**src/rtl/mux32_serializer.sv**
```systemverilog
`default_nettype none
// ============================================================================
// Module   : mux32_serializer (with helper mux32)
// Purpose  : Parallel-to-serial stage; streams a held word LSB first via mux32.
//            Define SERIALIZER_PARITY_EN to append an even-parity beat per word.
// Revision : 1.0  initial release
// ============================================================================

module mux32 #(
   parameter int WIDTH = 32,
   localparam int SEL_W = $clog2(WIDTH)
) (
   input  logic [WIDTH-1:0] in,
   input  logic [SEL_W-1:0] ena,
   output logic             out
);

   assign out = in[ena];

endmodule

module mux32_serializer #(
   parameter int WIDTH = 32,
   localparam int SEL_W = $clog2(WIDTH)
) (
   input  logic             clk,
   input  logic             rst_n,
   input  logic [WIDTH-1:0] in_data,
   input  logic             in_valid,
   output logic             in_ready,
   output logic             out_bit,
   output logic             out_valid,
   input  logic             out_ready,
   output logic             out_last,
   output logic             busy
);

   typedef enum logic [0:0] {
      IDLE  = 1'b0,
      SHIFT = 1'b1
   } state_t;

   localparam logic [SEL_W-1:0] c_last_sel = SEL_W'(WIDTH - 1);

   state_t           r_state;
   logic [WIDTH-1:0] r_hold;
   logic [SEL_W-1:0] r_count;

   logic w_mux_bit;
   logic w_bit;
   logic w_last;
   logic w_beat;
   logic w_load;

   mux32 #(
      .WIDTH (WIDTH)
   ) u_mux (
      .in  (r_hold),
      .ena (r_count),
      .out (w_mux_bit)
   );

`ifdef SERIALIZER_PARITY_EN
   // Phase flag marks the extra parity beat; the counter has already wrapped to 0.
   logic r_phase;

   assign w_last = (r_state == SHIFT) && r_phase;
   assign w_bit  = r_phase ? (^r_hold) : w_mux_bit;
`else
   assign w_last = (r_state == SHIFT) && (r_count == c_last_sel);
   assign w_bit  = w_mux_bit;
`endif

   assign w_beat = (r_state == SHIFT) && out_ready;

   // Ready reopens combinationally on the accepted last beat for zero-bubble reload.
   assign in_ready = (r_state == IDLE) || (w_last && out_ready);
   assign w_load   = in_valid && in_ready;

   always_ff @(posedge clk or negedge rst_n) begin
      if (!rst_n) begin
         r_state <= IDLE;
         r_hold  <= '0;
         r_count <= '0;
`ifdef SERIALIZER_PARITY_EN
         r_phase <= 1'b0;
`endif
      end else if (w_load) begin
         r_state <= SHIFT;
         r_hold  <= in_data;
         r_count <= '0;
`ifdef SERIALIZER_PARITY_EN
         r_phase <= 1'b0;
`endif
      end else if (w_beat) begin
         if (w_last) begin
            r_state <= IDLE;
            r_count <= '0;
`ifdef SERIALIZER_PARITY_EN
            r_phase <= 1'b0;
`endif
         end else begin
            r_count <= r_count + SEL_W'(1);
`ifdef SERIALIZER_PARITY_EN
            if (r_count == c_last_sel) begin
               r_phase <= 1'b1;
            end
`endif
         end
      end
   end

   assign out_valid = (r_state == SHIFT);
   assign busy      = (r_state == SHIFT);
   assign out_last  = w_last;
   assign out_bit   = (r_state == SHIFT) && w_bit;

endmodule

`default_nettype wire

```
**config.mk**
```make
export PLATFORM = sky130hd
export DESIGN_NAME = mux32_serializer
export DESIGN_NICKNAME = d
export VERILOG_FILES = /design/src/rtl/mux32_serializer.sv
export SDC_FILE = /design/constraint.sdc
export NUM_CORES = 1
export LEC_CHECK = 0
export ABC_AREA = 1
export CORE_ASPECT_RATIO = 0.7
export CORE_MARGIN = 5
export CORE_UTILIZATION = 54
export CTS_CLUSTER_DIAMETER = 60
export CTS_CLUSTER_SIZE = 30
export DETAILED_ROUTE_END_ITERATION = 6
export PLACE_DENSITY = 0.84
export SETUP_SLACK_MARGIN = 0.4
export SYNTH_ARGS = -nofsm -noshare
export SYNTH_HDL_FRONTEND = slang
export SYNTH_SLANG_ARGS = --single-unit
```
**constraint.sdc**
```tcl
create_clock -name clk -period 2.85 [get_ports clk]
set_input_delay 0.57 -clock clk [delete_from_list [all_inputs] [get_ports clk]]
set_output_delay 0.57 -clock clk [all_outputs]
set_load 0.005 [all_outputs]
```
==> results.json, run 1 <==
{
  "fin_total_pwr_mw": 2.18,
  "cp.arrival_ns": 1.89,
  "clock_latency_ns": 0.29,
  "irDropWorstVdd_uv": 516,
  "vias": 1698,
  "max-slew-margin-rel_pct": 67.4,
  "die_area_mm2": 0.00478,
  "floorplan.die.height_um": 59.4,
  "cp_slowest_stage_delay_ns": 0.50,
  "worst_path_max_delay_cell": "dfrtp_2",
  "cell_family_with_the_largest_share_of_critical_path_delay": "buffers and inverters",
  "start_util_pct": 57.8,
  "cp-end-kind": "output port",
  "synth_cells": 255,
  "tritoncts_clock_tree": "yes",
  "tns_ns": 0,
  "maximum_number_of_pins_on_one_net_before_global_route_repair": 39,
  "antenna-diode-count": 0,
  "slew_violations": 0,
  "antenna_left": 0,
  "final_clock_period_utilization_by_the_worst_path_pct": 86.2,
  "yosys_register_bits": 38,
  "cp_data_required_time_ns": 2.28,
  "wire_per_inst_um": 11.9,
  "synth_top_area_share_pct": 50.5,
  "routed_wirelength_um": 4110,
  "num_clock_sinks": 38,
  "timing_worst_slew_pin_value_ns": 0.485,
  "max_cap_viol_count": 0,
  "final_net_count": 337,
  "timing.critical_path.cells": "buf_4 > ha_1 > inv_1 > nor2_1 > ha_2 > a21oi_2 > inv_1 > dlygate4sd2_1",
  "drive_above_1_share_pct": 8.67,
  "post_dp_cell_area_mm2": 0.00230,
  "fmax_mhz": 407,
  "worst_hold_slack_across_all_endpoints_ns": 0.482,
  "grt_setup_unrepaired": "yes",
  "fin_area_mm2": 0.00248,
  "htree_num_levels": 2,
  "rows": 17,
  "grt_pass1_wl_um": 6650,
  "drt_first_iter_violations": 142,
  "drc_viols": 0,
  "first_pass_iteration_count_of_the_detailed_router": 4,
  "number_of_antenna_violations_at_the_first_check_in_global_routing": 0,
  "place_hpwl_um": 2810,
  "finClkSkew_ns": 0.00220,
  "cp-start-kind": "flip-flop",
  "grt_overflow_total": 0,
  "syn_nets": 293,
  "run_status": "finished, final reports clean",
  "finalCoreUtilization_pct": 76.3,
  "grt_pass1_vias": 1516,
  "port_buffers": 40,
  "track_usage_pct": 18.0,
  "cts_root_buffer": "clkbuf_8",
  "clk_pin_slew_ns": 0.07,
  "clock_period_minus_final_worst_setup_slack_ns": 2.46,
  "cts_inserted_buffers": 5,
  "timing.setup.critical_path_class": "flip-flop to output port",
  "setup_viol_count_final": 0,
  "synth-seq-area-share_pct": 50.5,
  "total_leakage_power_nw": 1.27,
  "critical_path.reg2reg.startpoint": "r_count[0]",
  "synth.top_cells.by_area": "dfrtp_1 (51%), nand2_1 (21%), o21ai_0 (5.6%)",
  "synth_cell_type_count": 18,
  "max-clock-path-buffers": 2,
  "postSynthAreaPerCell_um2": 7.38,
  "design.core.area_mm2": 0.00325,
  "synth_largest_area_cell": "dfrtp_1",
  "post_synth_instance_area_mm2": 0.00188,
  "worstPathBufferInverterCount": 4,
  "dr_vias_cell": 4.89,
  "gp_congestion": 0.883,
  "min_path_type": "flip-flop to flip-flop",
  "cp_max_fo": 8,
  "powerDensity_mw_per_mm2": 879,
  "worst_hold_startpoint": "r_hold[18]",
  "cpMostUsedCell": "inv_1",
  "hold_buffers": 0,
  "yosysWarningCount": 0,
  "die_x_um": 80.6,
  "hold_viol_final": 0,
  "critical_path.startpoint": "r_count[0]",
  "flow.area_growth_from_synthesis_pct": 31.9,
  "design.portCount": 41
}
[final cells by class]
class                           instances  area, um2
Sequential cell                        38        953
Tap cell                               47       58.8
Clock buffer                            8        110
Timing Repair Buffer                   48        490
Inverter                               28        108
Fill cell                             247        772
Multi-Input combinational cell        178        762
[final timing paths]
kind	endpoint	slack (ns)	cells after the start
worst min register to register	r_hold[18]	0.48	2
worst max-delay path	in_ready	0.39	8
max in group asynchronous	r_count[0]	1.79	2
worst min-delay path	r_hold[18]	0.48	2
worst max register to register	r_hold[9]	0.64	12
min in group asynchronous	r_hold[1]	0.70	2
[cell families (layout without fill, tap and decap cells)]
family / after synthesis / after routing / share of synthesized area (%)
AO/OA/AOI/OAI: 29 / 29 / 7.91
buffers and inverters: 39 / 84 / 9.11
adder cells (fa/ha/maj): 2 / 2 / 1.33
flip-flops: 38 / 38 / 50.5
AND/OR/NAND/NOR: 147 / 147 / 31.1
[power breakdown]
group / internal [mW] / switching (mW) / total (mW)
Combinational: 0.373 / 0.453 / 0.826
Sequential: 0.783 / 0.147 / 0.930
Clock: 0.244 / 0.182 / 0.426
[synth_stat cells]
master / instances
nor2_2: 2
nand2_1: 105
clkbuf_1: 2
o21ai_0: 21
buf_2: 5
nor2_1: 19
o21ai_1: 4
dfrtp_1: 38
buf_4: 3
nand3_1: 19
a21oi_1: 3
inv_2: 3
and2_1: 1
buf_6: 1
inv_1: 25
ha_1: 2
a21oi_2: 1
nand4_1: 1
[sequential cells by signal, summed over array words and instances, names as in the netlist]
signal and count:
r_count 5, busy 1, r_hold 32
[layout by cell type, fill, tap and decap left out, drive strengths merged]
cell / count
nand2: 105
dfrtp: 38
clkdlybuf4s50: 37
inv: 28
o21ai: 25
nor2: 21
nand3: 19
clkbuf: 9
buf: 7
a21oi: 4
dlygate4sd2: 2
ha: 2
nand4: 1
and2: 1
dlymetal6s2s: 1
[worst min-delay path: stages, from the launching register on]
cell	delay [ns]
dfrtp_1	0.35
nand2_1	0.06
nand2_1	0.05
[repair_timing]
item	4_1_cts	5_1_grt
endpoints found under the setup margin	3	1
pin swaps	1	0
gates cloned	0	1
buffers inserted	2	1
gates resized for setup	8	3
[per-stage QoR]
stage / cells / setup WS, ns
4_1_cts: 345 / 0.279
3_5_place_dp: 335 / 0.461
2_1_floorplan: 255 / 1.15
3_3_place_gp: 335 / 0.493
5_1_grt: 347 / 0.314
6_report: 347 / 0.395
[layer usage]
layer	global-route usage, %	wire length (um)
met1	24.2	1940
met2	28.7	1790
met3	4.41	338
met4	6.27	45
met5	0	0
(Power assumes the default switching activity.)
==> inputs of run 2 (changes only) <==
--- a/config.mk
+++ b/config.mk
@@ -7,7 +7,6 @@
 export LEC_CHECK = 0
 export ABC_AREA = 1
 export CORE_ASPECT_RATIO = 0.7
-export CORE_MARGIN = 5
 export CORE_UTILIZATION = 54
 export CTS_CLUSTER_DIAMETER = 60
 export CTS_CLUSTER_SIZE = 30
==> results.json, run 2 (synthesized netlist as in run 1, its figures left out) <==
{
  "tritoncts_clock_tree": "yes",
  "reg2regPathDepth": 11,
  "finClkSkew_ns": 0.00666,
  "irDropWorstVdd_uv": 474,
  "post_dp_cell_area_mm2": 0.00230,
  "drc_viols": 0,
  "hold_buffers": 0,
  "first_pass_iteration_count_of_the_detailed_router": 5,
  "grt_pass1_wl_um": 6880,
  "htree_num_levels": 2,
  "use_met1_pct": 30.8,
  "clock_latency_ns": 0.29,
  "register_bank_with_the_most_flops": "r_hold",
  "final_net_count": 341,
  "fmax_mhz": 417,
  "max-slew-margin-rel_pct": 66.9,
  "grt_pass1_vias": 1599,
  "leading_cell_types_in_the_layout_fill_and_taps_excluded": "nand2_1 (105), clkdlybuf4s50_1 (37), dfrtp_1 (35)",
  "timing_worst_slew_pin_value_ns": 0.493,
  "r2r-end": "r_count[1]",
  "cp-start-kind": "flip-flop",
  "powerDensity_mw_per_mm2": 876,
  "fin_total_pwr_mw": 2.17,
  "timing.critical_path.cells": "buf_6 > buf_4 > nand2_1 > nand3_1 > nand3_1 > nand2_1 > nor2_1 > nand2_1 > nand2_1 > nor2_1 > dlygate4sd2_1",
  "design.portCount": 41,
  "critical_path.reg2reg.startpoint": "r_count[0]",
  "grt_setup_unrepaired": "no",
  "drt_first_iter_violations": 79,
  "routed_wirelength_um": 4230,
  "design.core.area_mm2": 0.00323,
  "num_clock_sinks": 38,
  "fin_area_mm2": 0.00248,
  "slew_violations": 0,
  "clk_pin_slew_ns": 0.07,
  "number_of_flip_flops_in_the_largest_register": 32,
  "cp_data_required_time_ns": 2.28,
  "worst_path_max_delay_cell": "dfrtp_2",
  "die_area_mm2": 0.00373,
  "grt.busiest_layer": "met2",
  "flow.area_growth_from_synthesis_pct": 31.8,
  "die_x_um": 72.6,
  "number_of_antenna_violations_at_the_first_check_in_global_routing": 0,
  "cp.arrival_ns": 1.83,
  "antenna-diode-count": 0,
  "setup.reg_to_reg.worst_slack_ns": 0.89,
  "floorplan.die.height_um": 51.4,
  "worstPathBufferInverterCount": 3,
  "antenna_left": 0,
  "dr_vias_cell": 4.97,
  "setup_viol_count_final": 0,
  "start_util_pct": 58.2,
  "tns_ns": 0,
  "post-place-cells": 335,
  "cpMostUsedCell": "nand2_1",
  "cp_max_fo": 6,
  "drive_above_1_share_pct": 11.2,
  "port_buffers": 40,
  "worst_hold_startpoint": "r_hold[0]",
  "leading_cell_type_in_the_layout_fill_and_taps_excluded": "nand2_1",
  "final_clock_period_utilization_by_the_worst_path_pct": 84.1,
  "wire_per_inst_um": 12.0,
  "cell_family_with_the_largest_share_of_critical_path_delay": "simple AND/OR/NAND/NOR gates",
  "worst_hold_path.num_cells": 2,
  "gp_congestion": 0.855,
  "vias": 1745,
  "maximum_number_of_pins_on_one_net_before_global_route_repair": 39,
  "max-clock-path-buffers": 2,
  "run_status": "finished, final reports clean",
  "worst_hold_slack_across_all_endpoints_ns": 0.479,
  "cp_slowest_stage_delay_ns": 0.42,
  "rows": 17,
  "cts_root_buffer": "clkbuf_8",
  "cp-end-kind": "output port",
  "finish.cell_count_without_fillers": 351,
  "groute.layer.met2.usage_pct": 42.8,
  "grt_overflow_total": 0,
  "cts_inserted_buffers": 5,
  "hold_viol_final": 0,
  "min_to": "r_hold[0]",
  "global_route.usage.met3_pct": 7.50,
  "track_usage_pct": 25.5,
  "total_leakage_power_nw": 1.29,
  "timing.setup.critical_path_class": "flip-flop to output port",
  "min_path_type": "flip-flop to flip-flop",
  "max_cap_viol_count": 0,
  "place_hpwl_um": 2650,
  "clock_period_minus_final_worst_setup_slack_ns": 2.40
}
-- run 2: cell count changes in the layout (fill, tap and decap cells not counted), moves of 2 or more --
cell / previous run / this run
nor2_2: 2 / 4
clkbuf_8: 8 / 6
inv_1: 24 / 22
buf_4: 6 / 10
inv_2: 3 / 5
nor2_1: 19 / 17
buf_6: 0 / 2
-- run 2: worst max-delay path by stage --
stage | slack, ns | endpoint | startpoint | cells past startpoint
after floorplan | 1.15 | in_ready | r_count[0] | 6
after global placement | 0.51 | out_bit | r_count[0] | 10
after detailed placement | 0.48 | out_bit | r_count[1] | 9
after CTS | 0.41 | in_ready | r_count[1] | 7
after global routing | 0.32 | out_bit | r_count[0] | 11
final | 0.45 | out_bit | r_count[0] | 11
-- run 2: where the power goes --
group          leakage (nW)  internal, mW  switching (mW)
Combinational         0.790         0.378           0.503
Sequential            0.449         0.785           0.132
Clock                0.0482         0.195           0.181
Total                  1.29          1.36           0.816
-- run 2: repair_timing --
item / in CTS / in global routing
setup buffers: 6 / 1
pin swaps: 1 / 2
cloned: 1 / 0
gates resized for setup: 7 / 10
setup endpoints to repair: 3 / 3
-- run 2: stage by stage --
step | utilization (%) | setup slack (ns)
2_1_floorplan | - | 1.15
3_3_place_gp | 71.3 | 0.512
3_5_place_dp | 71.3 | 0.482
4_1_cts | 76.0 | 0.413
5_1_grt | 76.7 | 0.319
6_report | 76.7 | 0.453
-- run 2: tightest hold or removal path, delay by kind of cell (launching register included) --
| kind | cells | cell delay, ns |
|---|---|---|
| DFF | 1 | 0.35 |
| and+or+nand+nor | 2 | 0.10 |
-- run 2: final cells by class --
| cell class | instances | area [um2] |
|---|---|---|
| Clock buffer | 7 | 86.3 |
| Clock inverter | 1 | 5.00 |
| Fill cell | 254 | 752 |
| Inverter | 28 | 108 |
| Multi-Input combinational cell | 178 | 767 |
| Sequential cell | 38 | 955 |
| Tap cell | 47 | 58.8 |
| Timing Repair Buffer | 52 | 502 |
-- run 2: metal layers --
metal  vias up  routed length [um]
met1       787                1920
met3         8                 279
met4         0                  62
met2        67                1970
li1        883                   -
met5         -                   0
==> inputs of run 3 (changes only) <==
--- a/config.mk
+++ b/config.mk
@@ -7,11 +7,11 @@
 export LEC_CHECK = 0
 export ABC_AREA = 1
 export CORE_ASPECT_RATIO = 0.7
-export CORE_UTILIZATION = 54
+export CORE_UTILIZATION = 45
 export CTS_CLUSTER_DIAMETER = 60
 export CTS_CLUSTER_SIZE = 30
 export DETAILED_ROUTE_END_ITERATION = 6
-export PLACE_DENSITY = 0.84
+export PLACE_DENSITY = 0.75
 export SETUP_SLACK_MARGIN = 0.4
 export SYNTH_ARGS = -nofsm -noshare
 export SYNTH_HDL_FRONTEND = slang
==> constraint.sdc (replaced) <==
create_clock -name clk -period 1.95 [get_ports clk]
set_input_delay 0.39 -clock clk [delete_from_list [all_inputs] [get_ports clk]]
set_output_delay 0.39 -clock clk [all_outputs]
set_load 0.005 [all_outputs]
==> results.json, run 3 (synthesized netlist as in run 1, its figures left out) <==
{
  "drt_first_iter_violations": 122,
  "grt_pass1_vias": 1952,
  "fin_total_pwr_mw": 3.70,
  "worst_hold_startpoint": "r_hold[15]",
  "register_bank_with_the_most_flops": "r_hold",
  "tritoncts_clock_tree": "yes",
  "number_of_antenna_violations_at_the_first_check_in_global_routing": 0,
  "cp.arrival_ns": 1.73,
  "power.share.sequential_pct": 36.4,
  "timing.critical_path.cells": "buf_4 > clkinvlp_4 > buf_4 > nand3_1 > nand3_1 > nand3_1 > nand2_1 > nand2_1 > nor2_1 > buf_2",
  "cts_inserted_buffers": 5,
  "die_x_um": 79.3,
  "pwr-share-comb_pct": 48.2,
  "place_hpwl_um": 2880,
  "r2r-end": "r_count[2]",
  "max_cap_viol_count": 0,
  "powerDensity_mw_per_mm2": 1170,
  "final_net_count": 367,
  "flow.area_growth_from_synthesis_pct": 68.0,
  "cp_slowest_stage_delay_ns": 0.40,
  "fillCellCount": 245,
  "cell_internal_pwr_mw": 2.24,
  "reg2regPathDepth": 14,
  "grt_overflow_total": 0,
  "worst_hold_path.num_cells": 2,
  "antenna_left": 0,
  "post_dp_cell_area_mm2": 0.00240,
  "p_switching_mw": 1.46,
  "cp_max_fo": 8,
  "irDropWorstVdd_uv": 740,
  "design.core.area_mm2": 0.00397,
  "gp_congestion": 0.933,
  "finClkSkew_ns": 0.00844,
  "total_leakage_power_nw": 1.60,
  "floorplan.die.height_um": 56.1,
  "port_buffers": 40,
  "antenna-diode-count": 0,
  "slew_violations": 0,
  "max-clock-path-buffers": 2,
  "failed_checks": "negative setup slack",
  "cp_data_required_time_ns": 1.56,
  "grt_pass1_wl_um": 9140,
  "hold_buffers": 0,
  "cts_root_buffer": "clkbuf_8",
  "maximum_number_of_pins_on_one_net_before_global_route_repair": 39,
  "dr_vias_cell": 5.16,
  "min_to": "r_hold[15]",
  "die_area_mm2": 0.00445,
  "design.portCount": 41,
  "leading_cell_type_in_the_layout_fill_and_taps_excluded": "nand2_1",
  "cp-end-kind": "output port",
  "critical_path.reg2reg.startpoint": "r_count[1]",
  "drc_viols": 0,
  "final_clock_period_utilization_by_the_worst_path_pct": 109,
  "wire_per_inst_um": 15.3,
  "clock_latency_ns": 0.29,
  "num_clock_sinks": 38,
  "tns_ns": -0.362,
  "clk_pin_slew_ns": 0.08,
  "setup.reg_to_reg.worst_slack_ns": -0.06,
  "leading_cell_types_in_the_layout_fill_and_taps_excluded": "nand2_1 (60), dfrtp_1 (36), clkdlybuf4s50_1 (35)",
  "cpMostUsedCell": "nand3_1",
  "setup_viol_count_final": 4,
  "clock_period_minus_final_worst_setup_slack_ns": 2.12,
  "run_status": "finished, violations left",
  "drive_above_1_share_pct": 38.5,
  "htree_num_levels": 2,
  "fmax_mhz": 472,
  "first_pass_iteration_count_of_the_detailed_router": 4,
  "timing.setup.critical_path_class": "flip-flop to output port",
  "switching_power_share_of_the_total_pct": 39.5,
  "min_path_type": "flip-flop to flip-flop",
  "number_of_flip_flops_in_the_largest_register": 32,
  "track_usage_pct": 27.2,
  "fin_area_mm2": 0.00316,
  "clock_power_share_pct": 15.4,
  "hold_viol_final": 0,
  "worst_slack_ns": -0.170,
  "rows": 19,
  "grt_setup_unrepaired": "yes",
  "cp-start-kind": "flip-flop",
  "vias": 1970,
  "start_util_pct": 47.4,
  "max-slew-margin-rel_pct": 68.1,
  "timing_worst_slew_pin_value_ns": 0.478,
  "routed_wirelength_um": 5860,
  "worst_path_max_delay_cell": "dfrtp_1"
}
## run 3: cell count changes in the layout (fill, tap and decap cells not counted), moves of 3 or more
cell,previous run,this run
buf_6,2,14
nand3_2,0,4
o21ai_2,0,13
nand2_4,0,16
inv_8,0,3
nand2_2,0,29
buf_4,10,13
buf_16,0,4
nand3_1,19,15
nand2_1,105,60
o21ai_1,5,11
nor2_2,4,1
buf_8,0,3
o21ai_0,20,0
## run 3: per-stage QoR
stage	hold WS [ns]	utilization, %	setup WS [ns]	instances
after floorplan	0.0944	-	0.383	255
after global placement	0.463	60.4	-0.107	351
after detailed placement	0.463	60.4	-0.127	351
after CTS	0.491	75.3	-0.0908	379
after global routing	0.507	79.6	-0.277	382
final	0.490	79.6	-0.170	382
## run 3: how the worst max path moves through the flow
stage,from,to,slack (ns),depth (start not counted)
floorplan,r_count[0],r_hold[7],0.38,9
global placement,r_count[0],out_bit,-0.11,10
detailed placement,r_count[0],out_bit,-0.13,9
CTS,r_count[0],in_ready,-0.09,9
global route,r_count[1],out_bit,-0.28,10
finish,r_count[1],out_bit,-0.17,10
## run 3: final cells by class
class                           instances  area (um2)  share of cell area [%]
Timing Repair inverter                  3        28.8                   0.911
Multi-Input combinational cell        178        1070                    33.9
Clock buffer                            6        82.6                    2.61
Inverter                               28         119                    3.76
Timing Repair Buffer                   75         828                    26.2
Clock inverter                          2        12.5                   0.396
Tap cell                               52        65.1                    2.06
Sequential cell                        38         953                    30.2
## run 3: power by group through the flow
stage / Sequential (mW) / Clock, mW / Combinational, mW
final: 1.35 / 0.568 / 1.78
after global routing: 1.38 / 0.606 / 1.96
after CTS: 1.32 / 0.570 / 1.54
after detailed placement: 1.32 / 0 / 1.26
after global placement: 1.32 / 0 / 1.23
after floorplan: 1.28 / 0 / 0.839
## run 3: worst max-delay path, delay by kind of cell, from the launching register on
family        cells  cell delay, ns
simple gates      6            0.51
flops             1            0.40
buf+inv           4            0.52
## run 3: routing by layer
layer | vias to the layer above | routed length (um) | global-route usage (%)
li1 | 936 | - | -
met1 | 939 | 2470 | 33.1
met3 | 23 | 269 | 6.72
met4 | 0 | 143 | 9.09
met2 | 72 | 2970 | 47.2
met5 | - | 0 | 0
## run 3: timing repair
item | CTS | global route
endpoints found under the hold margin | 0 | 0
setup endpoints to repair | 42 | 41
setup buffers | 12 | 3
gates resized for setup | 124 | 40
gates cloned | 8 | 0
pin swaps | 20 | 6
